==> src/rtl/bram_arbiter.sv <==
// Two-port round-robin arbiter sharing one bram_if_ctrl port; one transaction in flight.
// Optional read-timeout abort is enabled by defining BRAM_ARB_TIMEOUT_EN.
module bram_arbiter #(
    parameter int ADDR_W     = 17,
    parameter int DATA_W     = 8,
    parameter int RD_TIMEOUT = 15
) (
    input  logic              clk,
    input  logic              rst_n,
    input  logic              req0,
    input  logic              req1,
    input  logic              wr0,
    input  logic              wr1,
    input  logic [ADDR_W-1:0] addr0,
    input  logic [ADDR_W-1:0] addr1,
    input  logic [DATA_W-1:0] wdata0,
    input  logic [DATA_W-1:0] wdata1,
    output logic              gnt0,
    output logic              gnt1,
    output logic              rdata_vld0,
    output logic              rdata_vld1,
    output logic [DATA_W-1:0] rdata,
    output logic              en,
    output logic              wr,
    output logic [ADDR_W-1:0] addr_in,
    output logic [DATA_W-1:0] wdata_in,
    input  logic              rdata_rdy,
    input  logic [DATA_W-1:0] rdata_out,
    output logic              busy,
    output logic              rd_err
);

    typedef enum logic [1:0] {
        IDLE    = 2'd0,
        ISSUE   = 2'd1,
        RD_WAIT = 2'd2
    } state_t;

    state_t              state_r, state_s;
    logic                last_owner_r, last_owner_s;
    logic                gnt0_r, gnt0_s, gnt1_r, gnt1_s;
    logic                vld0_r, vld0_s, vld1_r, vld1_s;
    logic [DATA_W-1:0]   rdata_r, rdata_s;
    logic                en_r, en_s, wr_r, wr_s;
    logic [ADDR_W-1:0]   addr_in_r, addr_in_s;
    logic [DATA_W-1:0]   wdata_in_r, wdata_in_s;
    logic                busy_r;

`ifdef BRAM_ARB_TIMEOUT_EN
    localparam int CNT_W = $clog2(RD_TIMEOUT + 1);
    logic [CNT_W-1:0]    cnt_r, cnt_s;
    logic                rd_err_r, rd_err_s;
`endif

    // Next state, captured command and next values of every registered output
    always_comb begin
        state_s      = state_r;
        last_owner_s = last_owner_r;
        gnt0_s       = 1'b0;
        gnt1_s       = 1'b0;
        vld0_s       = 1'b0;
        vld1_s       = 1'b0;
        rdata_s      = rdata_r;
        en_s         = 1'b0;
        wr_s         = wr_r;
        addr_in_s    = addr_in_r;
        wdata_in_s   = wdata_in_r;
`ifdef BRAM_ARB_TIMEOUT_EN
        cnt_s        = cnt_r;
        rd_err_s     = 1'b0;
`endif
        case (state_r)
            IDLE: begin
                // Port 0 wins when alone or when port 1 owned the previous transaction
                if (req0 && (!req1 || last_owner_r)) begin
                    last_owner_s = 1'b0;
                    wr_s         = wr0;
                    addr_in_s    = addr0;
                    wdata_in_s   = wdata0;
                    en_s         = 1'b1;
                    gnt0_s       = 1'b1;
                    state_s      = ISSUE;
                end else if (req1) begin
                    last_owner_s = 1'b1;
                    wr_s         = wr1;
                    addr_in_s    = addr1;
                    wdata_in_s   = wdata1;
                    en_s         = 1'b1;
                    gnt1_s       = 1'b1;
                    state_s      = ISSUE;
                end else begin
                    state_s = IDLE;
                end
            end
            ISSUE: begin
                if (wr_r) begin
                    state_s = IDLE;
                end else if (rdata_rdy) begin
                    rdata_s = rdata_out;
                    vld0_s  = ~last_owner_r;
                    vld1_s  = last_owner_r;
                    state_s = IDLE;
                end else begin
                    state_s = RD_WAIT;
`ifdef BRAM_ARB_TIMEOUT_EN
                    cnt_s   = '0;
`endif
                end
            end
            RD_WAIT: begin
                if (rdata_rdy) begin
                    rdata_s = rdata_out;
                    vld0_s  = ~last_owner_r;
                    vld1_s  = last_owner_r;
                    state_s = IDLE;
`ifdef BRAM_ARB_TIMEOUT_EN
                // cnt_r counts completed wait cycles; abort on the cycle it would reach RD_TIMEOUT
                end else if (cnt_r == CNT_W'(RD_TIMEOUT - 1)) begin
                    rdata_s  = '0;
                    vld0_s   = ~last_owner_r;
                    vld1_s   = last_owner_r;
                    rd_err_s = 1'b1;
                    state_s  = IDLE;
                end else begin
                    cnt_s = cnt_r + CNT_W'(1);
                end
`else
                end else begin
                    state_s = RD_WAIT;
                end
`endif
            end
            default: begin
                state_s = IDLE;
            end
        endcase
    end

    // FSM state and round-robin history
    always_ff @(posedge clk or negedge rst_n) begin
        if (!rst_n) begin
            state_r      <= IDLE;
            last_owner_r <= 1'b1;
        end else begin
            state_r      <= state_s;
            last_owner_r <= last_owner_s;
        end
    end

    // Registered outputs
    always_ff @(posedge clk or negedge rst_n) begin
        if (!rst_n) begin
            gnt0_r     <= 1'b0;
            gnt1_r     <= 1'b0;
            vld0_r     <= 1'b0;
            vld1_r     <= 1'b0;
            rdata_r    <= '0;
            en_r       <= 1'b0;
            wr_r       <= 1'b0;
            addr_in_r  <= '0;
            wdata_in_r <= '0;
            busy_r     <= 1'b0;
        end else begin
            gnt0_r     <= gnt0_s;
            gnt1_r     <= gnt1_s;
            vld0_r     <= vld0_s;
            vld1_r     <= vld1_s;
            rdata_r    <= rdata_s;
            en_r       <= en_s;
            wr_r       <= wr_s;
            addr_in_r  <= addr_in_s;
            wdata_in_r <= wdata_in_s;
            busy_r     <= (state_s != IDLE);
        end
    end

`ifdef BRAM_ARB_TIMEOUT_EN
    // Read-wait counter and timeout flag
    always_ff @(posedge clk or negedge rst_n) begin
        if (!rst_n) begin
            cnt_r    <= '0;
            rd_err_r <= 1'b0;
        end else begin
            cnt_r    <= cnt_s;
            rd_err_r <= rd_err_s;
        end
    end
    assign rd_err = rd_err_r;
`else
    assign rd_err = 1'b0;
`endif

    assign gnt0       = gnt0_r;
    assign gnt1       = gnt1_r;
    assign rdata_vld0 = vld0_r;
    assign rdata_vld1 = vld1_r;
    assign rdata      = rdata_r;
    assign en         = en_r;
    assign wr         = wr_r;
    assign addr_in    = addr_in_r;
    assign wdata_in   = wdata_in_r;
    assign busy       = busy_r;

endmodule

==> config.mk <==
export PLATFORM = sky130hd
export DESIGN_NAME = bram_arbiter
export DESIGN_NICKNAME = d
export VERILOG_FILES = /design/src/rtl/bram_arbiter.sv
export SDC_FILE = /design/constraint.sdc
export NUM_CORES = 1
export LEC_CHECK = 0
export ABC_AREA = 1
export CAP_MARGIN = 20
export CORE_MARGIN = 5
export CORE_UTILIZATION = 37
export CTS_CLUSTER_DIAMETER = 120
export CTS_CLUSTER_SIZE = 14
export DETAILED_ROUTE_END_ITERATION = 10
export PLACE_DENSITY_LB_ADDON = 0.3
export SETUP_SLACK_MARGIN = 0.3
export SLEW_MARGIN = 20
export SYNTH_ARGS = -nofsm -noshare
export SYNTH_HDL_FRONTEND = slang
export SYNTH_SLANG_ARGS = --single-unit
==> constraint.sdc <==
create_clock -name clk -period 1.3 [get_ports clk]
set_clock_uncertainty 0.05 [all_clocks]
set_input_delay 0.26 -clock clk [delete_from_list [all_inputs] [get_ports clk]]
set_output_delay 0.26 -clock clk [all_outputs]
set_load 0.01 [all_outputs]
# After elaboration in Yosys (flattened, before gate mapping)
# Cells that the tools add are included.
# totals
regBits,43
in_bits,65
output_inout_bits,41
wordCells,54
# classes
eq_ne,3
mux,29
bitwise_logic,1
reduce_logical,9
# ops
operator,n
two-way mux 17 bit,2
two-way mux 8 bit,4
two-way mux 1 bit,17
one-hot mux 8 bit (2 select lines),1
one-hot mux 2 bit (3 select lines),1
nonzero test 2 bit,3
two-way mux 2 bit,2
one-hot mux 1 bit (2 select lines),2
AND reduction 2 bit,2
"equality test 2 x 1 -> 1 bit, second input constant",1
"equality test 2 bit, second input constant",1
logical NOT 2 bit,1
"inequality test 2 bit, second input constant",1
logical AND 1 bit,1
logical NOT 1 bit,1
logical OR 1 bit,1
inverter 1 bit,1

# Logic depth before layout (Yosys ltp)
# logic_depth
depth_word,6
ltp_mapped,9
depth_no_buf,7

# Worst setup path before layout
# OpenSTA, ideal clock, no wires.
# synth_path
path_type,flip-flop to flip-flop
from,"register, netlist name en"
to,"register addr_in_r[0], in the netlist addr_in[0]"
setup_ps,65
arrival_time_ps,1298
t_required_ps,1185
slack_ps,-113
stages_incl_launch_ff,8
path_buffers,2
period_less_slack_ps,1413
cell_sequence,dfrtp_1 -> inv_1 -> ha_1 -> nand2_1 -> buf_6 -> buf_2 -> nand3_1 -> nand2_1
# synth_lines
item,line,text
end signal: assignment,171,addr_in_r <= addr_in_s;
end: declaration,45,"logic [ADDR_W-1:0] addr_in_r, addr_in_s;"

==> metrics.md <==
| Metric | Value |
|---|---|
| Pin count of the biggest net entering global routing | `28` |
| Critical path launch point type | `flop` |
| FF-to-FF setup slack | `-90 ps` |
| Setup repair after global routing missed its margin | `yes` |
| Average wire per standard cell | `13.8 um` |
| Destination of the critical timing path | `addr_in[7]` |
| Detailed placer's ending HPWL | `4840 um` |
| FF-to-FF Start | `en` |
| Sequential-to-total area share from yosys stat | `0.474` |
| Pwr Density | `2000 mW/mm^2` |
| Total Routing Usage GR | `0.172` |
| Number of vias per cell | `4.70` |
| Latest clock arrival within the worst-skew pair | `290 ps` |
| Worst min path class | `in2async` |
| Switching fraction of total power | `0.398` |
| Most common library cell in the layout ignoring fill and taps | `sky130_fd_sc_hd__nand2_1` |
| CP Cell Sequence | `buf_6 > inv_4 > ha_4 > nand2_4 > buf_12 > nand3_2 > nand2_1` |
| Flip-flop and latch count after synthesis | `42` |
| Area leader, netlist | `sky130_fd_sc_hd__dfrtp_1` |
| Root cell of the clock tree | `sky130_fd_sc_hd__clkbuf_8` |
| Synthesized Nets | `340` |
| Worst Reg2Reg Path Length in Cells | `7` |
| Sequential power share | `0.290` |
| Routed vias | `2,335` |
| Number of buffers created by CTS | `5` |
| Fmax | `718 MHz` |
| Required time worst endpoint | `1430 ps` |
| Setup violations, final | `36` |
| Number of ports placed on the die boundary | `106` |
| Placeable core region | `0.00589 mm^2` |
| Reg-to-reg endpoint | `addr_in[7]` |
| Synth Warn # | `0` |
| VDD IR max | `1.02 mV` |
| Antenna violations before repair | `0` |
| Global route overflow | `0` |
| Cell Int Power | `0.00468 W` |
| Setup TNS Final | `-2260 ps` |
| Setup slack after layout | `-93.5 ps` |
| Global-route wire length before repair | `10,300 um` |
| Proportion of netlist area held by the largest area contributor | `0.462` |
| Hold Violations, Final | `0` |
| Share of power burned in the clock network | `0.111` |
| Signal arrival time at the worst endpoint | `1520 ps` |
| # DRC | `0` |
| Number of nets in the final layout | `490` |
| CTS max path bufs | `2` |
| Portion of the clock cycle consumed by the worst path in the final layout | `1.07` |
| Overall die width | `87.5 um` |
| Number of buffers inserted by port buffering | `104` |
| Synth area leaders | `sky130_fd_sc_hd__dfrtp_1 (46%), sky130_fd_sc_hd__nand2_1 (17%), sky130_fd_sc_hd__nand3_1 (12%), sky130_fd_sc_hd__nand2_2 (5.6%), sky130_fd_sc_hd__buf_12 (2.7%)` |
| Routed wire length | `6880 um` |
| TritonCTS clock tree | `done` |
| Crit path max-delay cell type | `sky130_fd_sc_hd__dfrtp_1` |
| Number of violations reported at the end of detailed-routing iteration 0 | `74` |
| Via count of the first global-routing pass | `2,255` |
| H-tree lvl count | `2` |
| Total Power | `0.00779 W` |
| Placer Congestion | `0.773` |
| Final slew viol count | `0` |
| Logic gate share of total power | `0.598` |
| Outcome | `finished with violations` |
| Initial cell density of the core | `0.378` |
| Clock transition at path regs | `80 ps` |
| Antenna diode count | `0` |
| Count of mapped cells out of synthesis | `271` |
| Maximum single-stage delay on the critical path | `390 ps` |
| Total iterations of the first detailed-routing run | `4` |
| Count of fill cells added during filler insertion | `501` |
| Tmin final | `1390 ps` |
| Type of element capturing the critical path | `flop` |
| Number of distinct library cells after synthesis | `20` |
| Cell Rows | `28` |
| Post-synthesis to final-layout area growth | `75.3%` |
| Startpoint-to-endpoint class of the critical path | `reg2reg` |
| Commonest non-fill, non-tap cells in the layout | `sky130_fd_sc_hd__nand2_1 (94), sky130_fd_sc_hd__clkdlybuf4s50_1 (61), sky130_fd_sc_hd__dfrtp_1 (41), sky130_fd_sc_hd__buf_4 (41), sky130_fd_sc_hd__nand3_1 (35)` |
| Reported net switching power | `0.00310 W` |
| Vertical extent of the die | `87.5 um` |
| Number of maximum-capacitance violations | `0` |
| Remaining antenna violation count | `0` |
| Max Fanout on Critical Path | `15` |
| Post-Synthesis Mean Instance Area | `8.20 um^2` |
| Share of cells above drive strength 1 | `0.389` |
| Pleak | `2.04 nW` |
| Die Outline Area | `0.00766 mm^2` |
| Violations in the final reports | `setup timing` |
| Launch point of the worst path | `en` |
| Sink count of the clock tree | `42` |
| Post-synth design cell area | `0.00222 mm^2` |
-- synthesized netlist by cell type --
library cell              count
sky130_fd_sc_hd__buf_6        3
sky130_fd_sc_hd__buf_4        6
sky130_fd_sc_hd__conb_1       1
sky130_fd_sc_hd__nor2_1       3
sky130_fd_sc_hd__o21ai_1      8
sky130_fd_sc_hd__nand3_2      2
sky130_fd_sc_hd__nand2_2     20
sky130_fd_sc_hd__dfstp_2      1
sky130_fd_sc_hd__nand3_1     54
sky130_fd_sc_hd__buf_2        6
sky130_fd_sc_hd__inv_2        1
sky130_fd_sc_hd__nand2_8      1
sky130_fd_sc_hd__buf_12       3
sky130_fd_sc_hd__o21ai_0      1
sky130_fd_sc_hd__nand2_4      2
sky130_fd_sc_hd__a21oi_1      1
sky130_fd_sc_hd__nand2_1     98
sky130_fd_sc_hd__inv_1       15
sky130_fd_sc_hd__dfrtp_1     41
sky130_fd_sc_hd__ha_1         4
-- cell type report --
cell class                 instances  area (um^2)  share of cell area
inverter                          16         62.6              0.0161
sequential                        42         1050               0.270
tap                               75         93.8              0.0241
timing repair buffer             158         1420               0.365
multi-input combinational        198         1180               0.302
clock buffer                       8         90.1              0.0231
-- logic make-up after synthesis --
family / after synthesis / synth area share
compound gates: 10 / 0.0225
fa+ha+maj: 4 / 0.0225
buf+inv: 34 / 0.103
flops: 42 / 0.474
other cells: 1 / 0.00169
simple gates: 180 / 0.377
-- per-layer routing --
layer	track usage	vias up	share of wire	routed length, um
met5	0	-	0	0
met3	0.0407	8	0.063	433
met2	0.303	69	0.53	3670
met4	0.0460	0	0.010	69
met1	0.209	1093	0.39	2710
li1	-	1165	-	-
-- metrics by stage --
step	hold slack, ps	util	std cells	instance area [um^2]	setup slack (ps)
final	411	0.662	497	3900	-93.5
after global routing	446	0.662	497	3900	-161
after CTS	417	0.611	474	3590	-86.8
after detailed placement	197	0.590	455	3470	-344
after global placement	196	0.590	455	3470	-298
after floorplan	-85.6	-	271	2260	5.86
-- power by group through the flow --
| stage | logic, W | clock network, W | registers (W) |
|---|---|---|---|
| final | 0.00466 | 0.000867 | 0.00226 |
| after global routing | 0.00509 | 0.000943 | 0.00233 |
| after CTS | 0.00392 | 0.000889 | 0.00226 |
| after detailed placement | 0.00387 | 0 | 0.00227 |
| after global placement | 0.00378 | 0 | 0.00225 |
| after floorplan | 0.00172 | 0 | 0.00252 |
-- flip-flops by register name (all words and copies together), names as in the netlist --
register and cells:
addr_in 17, rdata 8, wdata_in 8, busy 1, en 1, gnt0 1, gnt1 1, last_owner_r 1
rdata_vld0 1, rdata_vld1 1, state_r 1, wr 1
-- what timing repair did --
action                                  CTS  global route
pin swaps                                 3             9
gates resized for setup                 190            25
hold buffers                              1             0
gates cloned                              0             3
buffers inserted                         10            20
endpoints found under the setup margin   82            82
endpoints found under the hold margin    41             0
-- worst max-delay path: cells and delay by family (launching register included) --
kind          cells  cell delay (ps)
flops             1              390
buf+inv           3              390
simple gates      3              290
fa+ha+maj         1              170
-- how the worst min path moves through the flow --
stage / endpoint / slack [ps] / depth (start not counted)
6_report: wdata_in[2] / 410 / 3
5_1_grt: wdata_in[2] / 450 / 3
4_1_cts: wdata_in[2] / 420 / 3
3_5_place_dp: wdata_in[2] / 200 / 2
3_3_place_gp: wdata_in[2] / 200 / 2
2_1_floorplan: addr_in[0] / -90 / 0
Power figures use the tool's default switching activity.
